===== config.mk =====
export PLATFORM = sky130hd
export DESIGN_NAME = layer_output_serializer
export DESIGN_NICKNAME = d
export VERILOG_FILES = /design/src/rtl/layer_output_serializer_pkg.sv /design/src/rtl/layer_output_serializer.sv
export SDC_FILE = /design/constraint.sdc
export NUM_CORES = 1
export LEC_CHECK = 0
export BUFFER_PORTS_ARGS = -buffer_cell sky130_fd_sc_hd__buf_2
export CAP_MARGIN = 20
export CORE_ASPECT_RATIO = 1.75
export CORE_MARGIN = 3
export CORE_UTILIZATION = 50
export CTS_BUF_LIST = sky130_fd_sc_hd__clkbuf_16
export DETAILED_ROUTE_END_ITERATION = 7
export MAX_ROUTING_LAYER = met4
export PLACE_DENSITY = 0.69
export SLEW_MARGIN = 20
export SYNTH_ARGS = -nofsm -noshare
export SYNTH_HDL_FRONTEND = slang
export SYNTH_SLANG_ARGS = --single-unit

===== constraint.sdc =====
create_clock -name clk -period 25 [get_ports clk]
set_input_delay 1.25 -clock clk [delete_from_list [all_inputs] [get_ports clk]]
set_output_delay 1.25 -clock clk [all_outputs]
set_load 0.01 [all_outputs]

===== src/rtl/layer_output_serializer_pkg.sv =====
// Shared definitions for layer_output_serializer: ping-pong slot type,
// slot toggle helper and index-width helper.
package layer_output_serializer_pkg;

  // Default geometry, matching the usual dataWidth / numNeuronLayerN values.
  localparam int DEFAULT_NN = 16;
  localparam int DEFAULT_DW = 16;

  // Which of the two ping-pong entries a pointer refers to.
  typedef enum logic [0:0] {
    SLOT_A = 1'b0,
    SLOT_B = 1'b1
  } slot_e;

  // Width of the word counter / index: clog2(NN), never below one bit.
  function automatic int idx_width(input int nn);
    return (nn > 1) ? $clog2(nn) : 1;
  endfunction

  // The other entry of the ping-pong pair.
  function automatic slot_e other_slot(input slot_e s);
    return (s == SLOT_A) ? SLOT_B : SLOT_A;
  endfunction

endpackage


===== src/rtl/layer_output_serializer.sv =====
// layer_output_serializer
//   Captures a layer's parallel output vector (NN words of DW bits) into a
//   two-entry ping-pong buffer and streams it out one word per valid/ready
//   handshake, lowest neuron first. A vector arriving with no free entry is
//   dropped and flagged on the sticky ovf output.
//   Optional feature macro: SERIALIZER_ARGMAX_EN -- tracks the signed argmax
//   of each streamed frame and reports it on max_idx / max_valid. Without the
//   macro those outputs are tied to zero.
module layer_output_serializer
  import layer_output_serializer_pkg::*;
#(
  parameter  int NN   = DEFAULT_NN,
  parameter  int DW   = DEFAULT_DW,
  localparam int IDXW = idx_width(NN)
) (
  input  logic               clk,
  input  logic               rst,
  input  logic               in_valid,
  input  logic [NN*DW-1:0]   in_data,
  output logic               in_ready,
  output logic               out_valid,
  output logic [DW-1:0]      out_data,
  output logic               out_last,
  input  logic               out_ready,
  output logic               ovf,
  input  logic               ovf_clr,
  output logic [IDXW-1:0]    max_idx,
  output logic               max_valid
);

  localparam logic [IDXW-1:0] LAST_IDX = IDXW'(NN - 1);

  // Storage: two vector entries, their occupancy flags and the pointers.
  logic [NN*DW-1:0] r_buf [2];
  logic [1:0]       r_full;
  slot_e            r_wr_ptr;
  slot_e            r_rd_ptr;
  logic [IDXW-1:0]  r_cnt;
  logic             r_ovf;

  logic             w_in_ready;
  logic             w_accept;
  logic             w_drop;
  logic             w_out_valid;
  logic             w_is_last;
  logic             w_hs;
  logic             w_hs_last;
  logic [1:0]       w_full_nxt;
  logic [DW-1:0]    w_words [NN];
  logic [DW-1:0]    w_word;

  // in_ready depends only on registered state, so the upstream layer never
  // sees a combinational path from out_ready.
  assign w_in_ready  = ~r_full[r_wr_ptr];
  assign w_accept    = in_valid & w_in_ready;
  assign w_drop      = in_valid & ~w_in_ready;
  assign w_out_valid = r_full[r_rd_ptr];
  assign w_is_last   = (r_cnt == LAST_IDX);
  assign w_hs        = w_out_valid & out_ready;
  assign w_hs_last   = w_hs & w_is_last;

  // Split the entry being read into words so the counter can select one.
  for (genvar k = 0; k < NN; k++) begin : g_words
    assign w_words[k] = r_buf[r_rd_ptr][k*DW +: DW];
  end
  assign w_word = w_words[r_cnt];

  // Next occupancy: the entry being written is never the entry being freed,
  // because a full write entry blocks the accept.
  always_comb begin
    w_full_nxt = r_full;
    if (w_accept) begin
      w_full_nxt[r_wr_ptr] = 1'b1;
    end else begin
      w_full_nxt[r_wr_ptr] = r_full[r_wr_ptr];
    end
    if (w_hs_last) begin
      w_full_nxt[r_rd_ptr] = 1'b0;
    end else begin
      w_full_nxt[r_rd_ptr] = w_full_nxt[r_rd_ptr];
    end
  end

  // Capture the incoming vector into the free entry (data path, no reset).
  always_ff @(posedge clk) begin
    if (w_accept) begin
      r_buf[r_wr_ptr] <= in_data;
    end
  end

  // Occupancy flags and write pointer advance on every accepted vector.
  always_ff @(posedge clk or posedge rst) begin
    if (rst) begin
      r_full   <= 2'b00;
      r_wr_ptr <= SLOT_A;
    end else begin
      r_full <= w_full_nxt;
      if (w_accept) begin
        r_wr_ptr <= other_slot(r_wr_ptr);
      end
    end
  end

  // Read side: word counter steps per handshake, entry released after last word.
  always_ff @(posedge clk or posedge rst) begin
    if (rst) begin
      r_rd_ptr <= SLOT_A;
      r_cnt    <= '0;
    end else if (w_hs) begin
      if (w_is_last) begin
        r_cnt    <= '0;
        r_rd_ptr <= other_slot(r_rd_ptr);
      end else begin
        r_cnt <= r_cnt + IDXW'(1);
      end
    end
  end

  // Sticky overflow: a dropped vector wins over a clear in the same cycle.
  always_ff @(posedge clk or posedge rst) begin
    if (rst) begin
      r_ovf <= 1'b0;
    end else if (w_drop) begin
      r_ovf <= 1'b1;
    end else if (ovf_clr) begin
      r_ovf <= 1'b0;
    end
  end

  assign in_ready  = w_in_ready;
  assign out_valid = w_out_valid;
  // Gate data with valid so an empty buffer presents zero, not stale words.
  assign out_data  = w_out_valid ? w_word : {DW{1'b0}};
  assign out_last  = w_out_valid & w_is_last;
  assign ovf       = r_ovf;

`ifdef SERIALIZER_ARGMAX_EN
  logic signed [DW-1:0] r_run_max;
  logic [IDXW-1:0]      r_run_idx;
  logic [IDXW-1:0]      r_max_idx;
  logic                 r_max_valid;

  logic signed [DW-1:0] w_word_s;
  logic                 w_take;
  logic signed [DW-1:0] w_cand_max;
  logic [IDXW-1:0]      w_cand_idx;

  assign w_word_s = $signed(w_word);

  // Word 0 restarts the running max; later words replace it only when
  // strictly greater, so ties keep the lower index.
  always_comb begin
    w_take = 1'b0;
    if (r_cnt == '0) begin
      w_take = 1'b1;
    end else if (w_word_s > r_run_max) begin
      w_take = 1'b1;
    end else begin
      w_take = 1'b0;
    end
    w_cand_max = w_take ? w_word_s : r_run_max;
    w_cand_idx = w_take ? r_cnt : r_run_idx;
  end

  // Running max per handshake; publish the index after the last word.
  always_ff @(posedge clk or posedge rst) begin
    if (rst) begin
      r_run_max   <= '0;
      r_run_idx   <= '0;
      r_max_idx   <= '0;
      r_max_valid <= 1'b0;
    end else begin
      r_max_valid <= w_hs_last;
      if (w_hs) begin
        r_run_max <= w_cand_max;
        r_run_idx <= w_cand_idx;
      end
      if (w_hs_last) begin
        r_max_idx <= w_cand_idx;
      end
    end
  end

  assign max_idx   = r_max_idx;
  assign max_valid = r_max_valid;
`else
  assign max_idx   = '0;
  assign max_valid = 1'b0;
`endif

endmodule


==> flow_summary_export.csv, run 1 <==
group,metric,value,unit
outcome,outcome,"completed",
cts,cts_resized,0,
synthesis,synth-warning-count,0,
timing,max_freq,178,MHz
worst_hold_path,min_from,"ovf",
cells_and_area,drive_above_1_share,39.5,%
detailed_routing,ant_nets,0,
die,std_cell_rows,96,
cells_and_area,stdcell_area,0.0233,mm^2
global_route,grt_pass1_wl,67100,um
critical_path,crit_type,"reg2out",
detailed_routing,drcViolationCount,0,
die,core_area,0.0394,mm^2
placement,globalplace.congestion,0.801,
synthesis,yosysTopAreaCell,"edfxtp_1",
detailed_routing,totalWireLength,46100,um
die,die_h,271,um
critical_path,cpLargestDelayFamily,"buffers and inverters",
die,io_pins,286,
cts,cts.sink_count,521,
global_route,antenna_found_initial,15,
cells_and_area,multiInputGateArea,0.00403,mm^2
cts,cts_setup_buffers,0,
synthesis,synthArstFlopShare,1.73,%
synthesis,synth-seq-cells,521,
critical_path,max_stage_delay,0.94,ns
timing,setup_viol_count_final,0,
global_route,grt_overflow,0,
timing,hold_viol,0,
synthesis,yosysSeqAreaShare,77.9,%
cells_and_area,n_fill_cell,2912,
critical_path,endpoint_kind,"primary output",
critical_path,worst-path-buf-inv,3,
critical_path,crit_chain,"buf_4 -> buf_4 -> mux4_2 -> mux2i_1 -> a221o_1 -> a31oi_1 -> buf_2",
critical_path,critPathSlowestCell,"dfrtp_4",
synthesis,synth_edf_count,512,
worst_hold_path,min_to,"ovf",
power_and_ir_drop,ir_worst_vdd,0.0819,mV
detailed_routing,vias,9802,
synthesis,synth_ff_type,"edfxtp_1",
power_and_ir_drop,power_per_cell_area,109,mW/mm^2
synthesis,netlist_instances,881,
global_route,grt_max_degree,164,
synthesis,synth.most_common_cell,"edfxtp_1",
placement,dp_hpwl,31700,um
global_route,grt_pass1_vias,10800,
timing,rsz0062_at_grt,"false",
cells_and_area,seq_area,0.0156,mm^2
timing,finalWorstSetupSlack,19.38,ns
timing,worst_pin_slew,1.06,ns
worst_hold_path,whs_path_depth,2,
detailed_routing,drtPass1Iterations,5,
synthesis,synth_area_leaders,"edfxtp_1, mux4_2, mux2i_1, dfrtp_1, a221o_1",
synthesis,synth.distinct_cells,37,
cts,h-tree-depth,2,
synthesis,ys_top_cells_by_count,"edfxtp_1, mux4_2, mux2i_1",
detailed_routing,vias_per_cell,5.72,
placement,placed_cell_area,0.0218,mm^2
die,die_x,157,um
timing,setup_tns,0,ns
timing,post-route-min-period,5.62,ns
cells_and_area,nNetsFinal,1438,
cts,cts_buffers,46,
cts,cts_tree,"done",
worst_hold_path,hp-class,"reg2reg",
global_route,grt_usage,22.4,%
timing,max_slew_margin,29.0,%
critical_path,cp_common_cell,"buf_4",
job,drv_cap,0,
critical_path,worstPathArrival,4.37,ns
die,die-area,0.0426,mm^2
cts,hold_buffers,0,
cts,cts_root_buf,"clkbuf_16",
cts,clockBufferDepth,3,
synthesis,synth_area,0.0200,mm^2
critical_path,timing.critical_path.from,"r_rd_ptr",
cells_and_area,syn_to_final_growth,16.5,%
power_and_ir_drop,p_leak,7.96,nW
critical_path,crit_fanout,41,
critical_path,required,23.75,ns
critical_path,startpoint_type,"flip-flop",
cts,clock_latency,0.56,ns
placement,io_buffers,280,
critical_path,rrSetupSlack,21.74,ns
timing,fin_skew,0.0159,ns
timing,slew_violations,0,
cts,clkTransAtPathRegs,0.06,ns
detailed_routing,wl_per_cell,26.9,um
die,start_util,50.8,%
placement,place_ws,19.80,ns
critical_path,r2r_start,"r_rd_ptr",
critical_path,ff2ff_path_depth,5,
critical_path,r2r_end,"r_cnt[1]",
timing,hold_ws,0.534,ns
detailed_routing,drt_iter0_drc,767,
timing,timing.final.crit_share,22.5,%
synthesis,postSynthAreaPerCell,22.7,um^2
power_and_ir_drop,p_total,2.54,mW
synthesis,netlist.area_leader.share,76.8,%
logic make-up after synthesis:
family	share of synthesized area (%)
xor gates and xnor gates	0.0438
AOI/OAI and AO/OA	3.16
buffers and inverters	2.06
other	0.0187
DFF	77.9
muxes	16.0
and+or+nand+nor	0.719
adders and majority gates	0.0625
worst reg2reg max path, stage by stage (launching register included):
cell and delay, ns:
dfrtp_4 0.94, buf_4 0.78, mux2i_4 0.74, inv_1 0.21
nand2_1 0.14, mux2_2 0.34
layer usage:
layer | track usage [%] | routed length [um] | vias up
li1 | - | - | 4361
met1 | 24.5 | 15600 | 5019
met2 | 38.8 | 25300 | 318
met3 | 4.45 | 2810 | 104
met4 | 10.6 | 2440 | 0
met5 | - | 0 | -
worst max-delay path by stage:
stage	to	cells after the start	slack (ns)
2_1_floorplan	r_wr_ptr	3	4.95
3_3_place_gp	out_data[13]	7	19.81
3_5_place_dp	out_data[13]	7	19.80
4_1_cts	out_data[13]	7	19.19
5_1_grt	out_data[10]	7	18.97
6_report	out_data[10]	7	19.38
layout by cell type (no fill, tap or decap), drive strengths merged:
cell type and n:
a21o 2, a21oi 2, a221o 16, a221oi 10, a22oi 16, a31oi 17, and2 1, buf 297
bufinv 5, clkbuf 47, clkinv 20, conb 5, dfrtp 9, diode 12, edfxtp 512, ha 1
inv 18, mux2 1, mux2i 66, mux4 112, nand2 16, nand3 4, nor2 6, nor2b 3
nor3 2, o2111ai 6, o21ai 12, o21bai 1, o22ai 1, o31ai 1, or3 1, xnor2 1
where the power goes:
group / switching, mW / internal (mW)
Combinational: 0.416 / 0.317
Sequential: 0.0622 / 1.06
Clock: 0.298 / 0.392
Total: 0.776 / 1.77
through the flow:
step,util (%),instances
floorplan,-,885
finish,59.2,1713
global placement,55.4,1618
detailed placement,55.4,1618
CTS,59.1,1701
global route,59.2,1712
cell type report:
| cell class | instances | share of cell area, % |
|---|---|---|
| sequential | 521 | 66.9 |
| tap | 490 | 2.63 |
| clock buffer | 47 | 5.04 |
| multi-input combinational | 303 | 17.3 |
| timing repair buffer | 297 | 6.63 |
| inverter | 7 | 0.113 |
| antenna | 12 | 0.129 |
| clock inverter | 36 | 1.24 |
registers in the layout, summed over array words and instances, names as in the netlist:
name / flops
r_wr_ptr: 1
ovf: 1
r_rd_ptr: 1
r_cnt: 4
r_buf: 512
r_full: 2
(Power assumes the default switching activity.)
==> run 2: changes to the inputs <==
clock period = 5.6 ns   (was 25 ns; I/O delays follow)
==> run 2 against run 1 <==
Critical path depth decreased by 1. Register-to-register slack got worse by 19 ns. Largest cell class unchanged. Via count increased by 13%. Die area unchanged. Critical path type unchanged. Count of clock-buffer cells in the layout increased by 1. Worst setup slack got worse by 18 ns. Cell area increased by 12%.
==> flow_summary_export.csv, run 2 (same netlist as run 1, synthesis figures left out) <==
group,metric,value,unit
worst_hold_path,hp-class,"in2reg",
cts,h-tree-depth,2,
cells_and_area,n_fill_cell,2572,
detailed_routing,totalWireLength,50200,um
cells_and_area,largest_reg_flops,512,
worst_hold_path,min_from,"in_valid",
cells_and_area,regMostFlops,"r_buf",
critical_path,crit_fanout,78,
cts,cts_root_buf,"clkbuf_16",
timing,post-route-min-period,4.03,ns
detailed_routing,ant_nets,0,
timing,slew_violations,0,
critical_path,crit_chain,"buf_12 -> mux4_2 -> mux2i_1 -> a221o_1 -> a31oi_1 -> buf_2",
global_route,grt_overflow,0,
outcome,outcome,"completed",
timing,hold_viol,0,
die,core_area,0.0394,mm^2
global_route,grt_pass1_vias,12200,
critical_path,r2r_start,"r_rd_ptr",
critical_path,max_stage_delay,0.89,ns
critical_path,crit_type,"reg2out",
detailed_routing,vias,11100,
cts,cts_tree,"done",
cells_and_area,drive_above_1_share,33.4,%
power_and_ir_drop,p_total,11.7,mW
global_route,antenna_found_initial,7,
cts,clkTransAtPathRegs,0.06,ns
cts,cts_buffers,47,
timing,max_slew_margin,25.5,%
timing,worst_pin_slew,1.12,ns
critical_path,rrSetupSlack,2.52,ns
cts,cts.sink_count,521,
die,io_pins,286,
die,std_cell_rows,96,
power_and_ir_drop,p_leak,9.07,nW
global_route,grt_max_degree,175,
cts,clockBufferDepth,3,
detailed_routing,drcViolationCount,0,
critical_path,required,5.32,ns
job,drv_cap,0,
worst_hold_path,min_to,"ovf",
cells_and_area,final_cell_mix,"edfxtp_1, buf_2, dlygate4sd3_1",
cells_and_area,syn_to_final_growth,30.1,%
critical_path,r2r_end,"r_cnt[1]",
timing,max_freq,248,MHz
detailed_routing,wl_per_cell,25.6,um
placement,dp_hpwl,31900,um
cells_and_area,final_cells,1963,
timing,rsz0062_at_grt,"false",
power_and_ir_drop,ir_worst_vdd,0.319,mV
critical_path,ff2ff_path_depth,5,
timing,fin_skew,0.0133,ns
detailed_routing,vias_per_cell,5.65,
detailed_routing,drtPass1Iterations,5,
cells_and_area,final_common_cell,"edfxtp_1",
die,die_h,271,um
global_route,grt_pass1_wl,73700,um
power_and_ir_drop,power_per_cell_area,451,mW/mm^2
placement,io_buffers,280,
timing,timing.final.crit_share,72.0,%
timing,setup_viol_count_final,0,
detailed_routing,drt_iter0_drc,850,
critical_path,critPathSlowestCell,"dfrtp_4",
die,die-area,0.0426,mm^2
placement,placed_cells,1613,
critical_path,startpoint_type,"flip-flop",
worst_hold_path,whs_path_depth,3,
cts,clock_latency,0.58,ns
die,start_util,50.8,%
placement,globalplace.congestion,0.804,
cells_and_area,reg_top3,"r_buf x512, r_cnt x4, r_full x2",
cts,cts_resized,0,
critical_path,endpoint_kind,"primary output",
critical_path,worstPathArrival,3.75,ns
global_route,grt_usage,24.5,%
cells_and_area,nNetsFinal,1693,
die,die_x,157,um
run 2: cell types whose count changed in the layout (fill, tap and decap cells not counted), sizes merged:
| cell | change |
|---|---|
| buf | -5 |
| diode | -5 |
| dlygate4sd3 | +259 |
| clkinvlp | +3 |
| bufinv | +3 |
| clkbuf | +1 |
| inv | -6 |
run 2: final cells by class:
cell class / instances / area, um^2 / area share, %
clock inverters: 36 / 410 / 1.58
well taps: 490 / 613 / 2.35
clock buffers: 48 / 1200 / 4.61
flip-flops and latches: 521 / 15600 / 59.9
multi-input cells: 303 / 4050 / 15.5
repair buffers: 551 / 4130 / 15.8
inverters: 7 / 26.3 / 0.101
diodes: 7 / 17.5 / 0.0672
run 2: routing by layer:
metal | vias to the layer above | track usage [%] | part of all wire [%]
li1 | 4860 | - | -
met1 | 5614 | 26.4 | 32
met2 | 484 | 43.1 | 55
met3 | 124 | 4.10 | 6.4
met4 | 0 | 12.4 | 6.0
met5 | - | - | 0
run 2: power breakdown:
part | total (mW) | switching (mW) | internal, mW
registers | 5.07 | 0.351 | 4.72
clock network | 3.33 | 1.39 | 1.94
logic | 3.34 | 1.82 | 1.53
total | 11.7 | 3.56 | 8.18
run 2: worst max path at each step:
stage               slack [ns]  startpoint  depth (start not counted)           end
global placement          2.14    r_rd_ptr                          6   out_data[7]
global route              1.40    r_rd_ptr                          6   out_data[7]
finish                    1.57    r_rd_ptr                          6  out_data[15]
detailed placement        2.17    r_rd_ptr                          6   out_data[7]
floorplan                -1.44   r_full[0]                          2      r_wr_ptr
CTS                       1.54    r_rd_ptr                          6   out_data[7]
run 2: metrics by stage:
| step | TNS (ns) | utilization (%) | setup slack (ns) | hold WS [ns] | cell area [um^2] |
|---|---|---|---|---|---|
| 5_1_grt | 0 | 66.1 | 1.40 | 0.144 | 26100 |
| 3_3_place_gp | 0 | 55.4 | 2.14 | 0.331 | 21800 |
| 4_1_cts | 0 | 66.1 | 1.54 | 0.0945 | 26000 |
| 2_1_floorplan | -731.25 | - | -1.44 | 0.108 | 20100 |
| 6_report | 0 | 66.1 | 1.57 | 0.104 | 26100 |
| 3_5_place_dp | 0 | 55.4 | 2.17 | 0.331 | 21800 |
run 2: worst max-delay path, delay by kind of cell (launching register included):
kind | cells | cell delay [ns]
AO/OA/AOI/OAI | 2 | 0.40
multiplexers | 2 | 0.97
buffers and inverters | 2 | 0.72
flip-flops | 1 | 0.89
run 2: what timing repair did:
action,in CTS,in global routing
endpoints found under the hold margin,523,0
hold buffers,259,0
setup buffers,0,0
==> run 3: changes to the inputs <==
PLACE_DENSITY = 0.72   (was 0.69)
clock period = 3.4 ns   (was 5.6 ns; I/O delays follow)
==> run 3 against run 2 <==
Sequential share of layout area fell by 0.052 points. Sequential cell count did not move. Worst setup slack got worse by 1.4 ns. Critical path depth did not move. Wire length rose by 1.8%. Global-route usage rose by 0.32 points. Sequential power rose by 61%. Cell area barely moved. Die area did not move.
==> flow_summary_export.csv, run 3 (same netlist as run 1, synthesis figures left out) <==
group,metric,value,unit
outcome,outcome,"completed",
global_route,grt_max_degree,135,
power_and_ir_drop,power_per_cell_area,731,mW/mm^2
cts,cts_root_buf,"clkbuf_16",
cts,clkTransAtPathRegs,0.07,ns
cells_and_area,syn_to_final_growth,30.3,%
global_route,antenna_found_initial,9,
critical_path,rrSetupSlack,1.00,ns
detailed_routing,drcViolationCount,0,
global_route,grt_usage,24.8,%
critical_path,worstPathArrival,3.03,ns
cells_and_area,final_common_cell,"edfxtp_1",
detailed_routing,drtPass1Iterations,7,
cts,cts_buffers,44,
placement,placed_cell_area,0.0221,mm^2
timing,hold_ws,0.216,ns
critical_path,max_stage_delay,0.67,ns
critical_path,startpoint_type,"flip-flop",
timing,worst_pin_slew,0.913,ns
critical_path,required,3.23,ns
worst_hold_path,hp-class,"in2async",
cts,clockBufferDepth,3,
timing,max_freq,313,MHz
die,start_util,50.8,%
critical_path,endpoint_kind,"primary output",
die,die_x,157,um
die,std_cell_rows,96,
cts,clock_latency,0.55,ns
timing,hold_viol,0,
die,die-area,0.0426,mm^2
cts,h-tree-depth,2,
timing,max_slew_margin,38.9,%
critical_path,cpLargestDelayFamily,"multiplexers",
global_route,grt_pass1_vias,12300,
timing,setup_viol_count_final,0,
critical_path,crit_type,"reg2out",
detailed_routing,ant_nets,0,
cells_and_area,regMostFlops,"r_buf",
placement,place_ws,0.606,ns
detailed_routing,totalWireLength,51100,um
critical_path,crit_fanout,36,
critical_path,critPathSlowestCell,"dfrtp_4",
global_route,grt_overflow,0,
placement,io_buffers,280,
placement,dp_hpwl,32400,um
placement,globalplace.congestion,0.797,
cells_and_area,drive_above_1_share,33.1,%
power_and_ir_drop,p_total,19.1,mW
timing,rsz0062_at_grt,"false",
cts,cts_resized,0,
detailed_routing,vias_per_cell,5.64,
global_route,grt_pass1_wl,74900,um
cells_and_area,stdcell_area,0.0261,mm^2
die,core_area,0.0394,mm^2
timing,post-route-min-period,3.20,ns
critical_path,crit_chain,"buf_12 -> mux4_2 -> mux2i_1 -> a221o_1 -> a31oi_1 -> buf_2",
cells_and_area,largest_reg_flops,512,
job,drv_cap,0,
power_and_ir_drop,ir_worst_vdd,0.534,mV
detailed_routing,drt_iter0_drc,865,
cells_and_area,final_cell_mix,"edfxtp_1, buf_2, dlygate4sd3_1",
detailed_routing,wl_per_cell,25.9,um
detailed_routing,vias,11100,
timing,timing.final.crit_share,94.0,%
cts,cts.sink_count,521,
cts,cts_tree,"done",
die,io_pins,286,
cells_and_area,reg_top3,"r_buf x512, r_cnt x4, r_full x2",
timing,finalWorstSetupSlack,0.205,ns
timing,fin_skew,0.00980,ns
cells_and_area,nNetsFinal,1711,
die,die_h,271,um
timing,slew_violations,0,
critical_path,worst-path-buf-inv,2,
power_and_ir_drop,p_leak,9.10,nW
==> run 3: cell types whose count changed in the layout (fill, tap and decap cells not counted), sizes merged <==
cell,previous run,this run
inv,12,14
clkinv,20,15
clkinvlp,3,1
diode,7,9
buf,292,312
clkbuf,48,45
bufinv,8,5
dlygate4sd3,259,260
==> run 3: worst reg2reg max path: cells and delay by family (launching register included) <==
kind,cells,cell delay (ns)
muxes,2,0.98
buffers and inverters,2,0.50
and+or+nand+nor,1,0.15
DFF,1,0.67
==> run 3: timing repair <==
item / in CTS / in global routing
setup endpoints to repair: 1 / 0
hold buffers: 260 / 0
endpoints found under the hold margin: 526 / 0
buffers inserted: 1 / 0
==> run 3: per-stage QoR <==
step / std cells / setup TNS [ns] / utilization [%]
3_3_place_gp: 1632 / 0 / 56.0
5_1_grt: 1975 / 0 / 66.2
3_5_place_dp: 1632 / 0 / 56.0
2_1_floorplan: 885 / -1864.25 / -
6_report: 1975 / 0 / 66.2
4_1_cts: 1966 / 0 / 66.1
==> run 3: power breakdown <==
group | internal [mW] | leakage, nW | switching, mW
clock | 2.76 | 0.693 | 2.14
combinational | 2.68 | 3.68 | 3.31
sequential | 7.77 | 4.73 | 0.397
==> run 3: area by class of cell <==
cell class	count	area [um^2]
inverters	7	26.3
clock inverters	28	244
flip-flops and latches	521	15600
repair buffers	572	4390
diodes	9	22.5
multi-input cells	303	4050
clock buffers	45	1130
well taps	490	613
fillers	2559	13300
==> run 3: layer usage <==
metal	routed length (um)	part of all wire [%]	track usage, %	vias up
met1	17000	33	27.3	5702
met3	3110	6.1	4.23	100
met4	2380	4.7	10.6	0
met2	28600	56	44.0	449
li1	-	-	-	4887
met5	0	0	-	-
==> run 3: path summary, 6_finish.rpt <==
| path | start | end | cells after the start |
|---|---|---|---|
| min reg2reg | r_full[1] | r_rd_ptr | 1 |
| max reg2reg | r_rd_ptr | r_cnt[1] | 5 |
| min | rst | ovf | 3 |
| min in group clk | in_data[36] | r_buf[1][36] | 2 |
| max | r_rd_ptr | out_data[3] | 6 |
| max in group asynchronous | rst | r_cnt[1] | 3 |
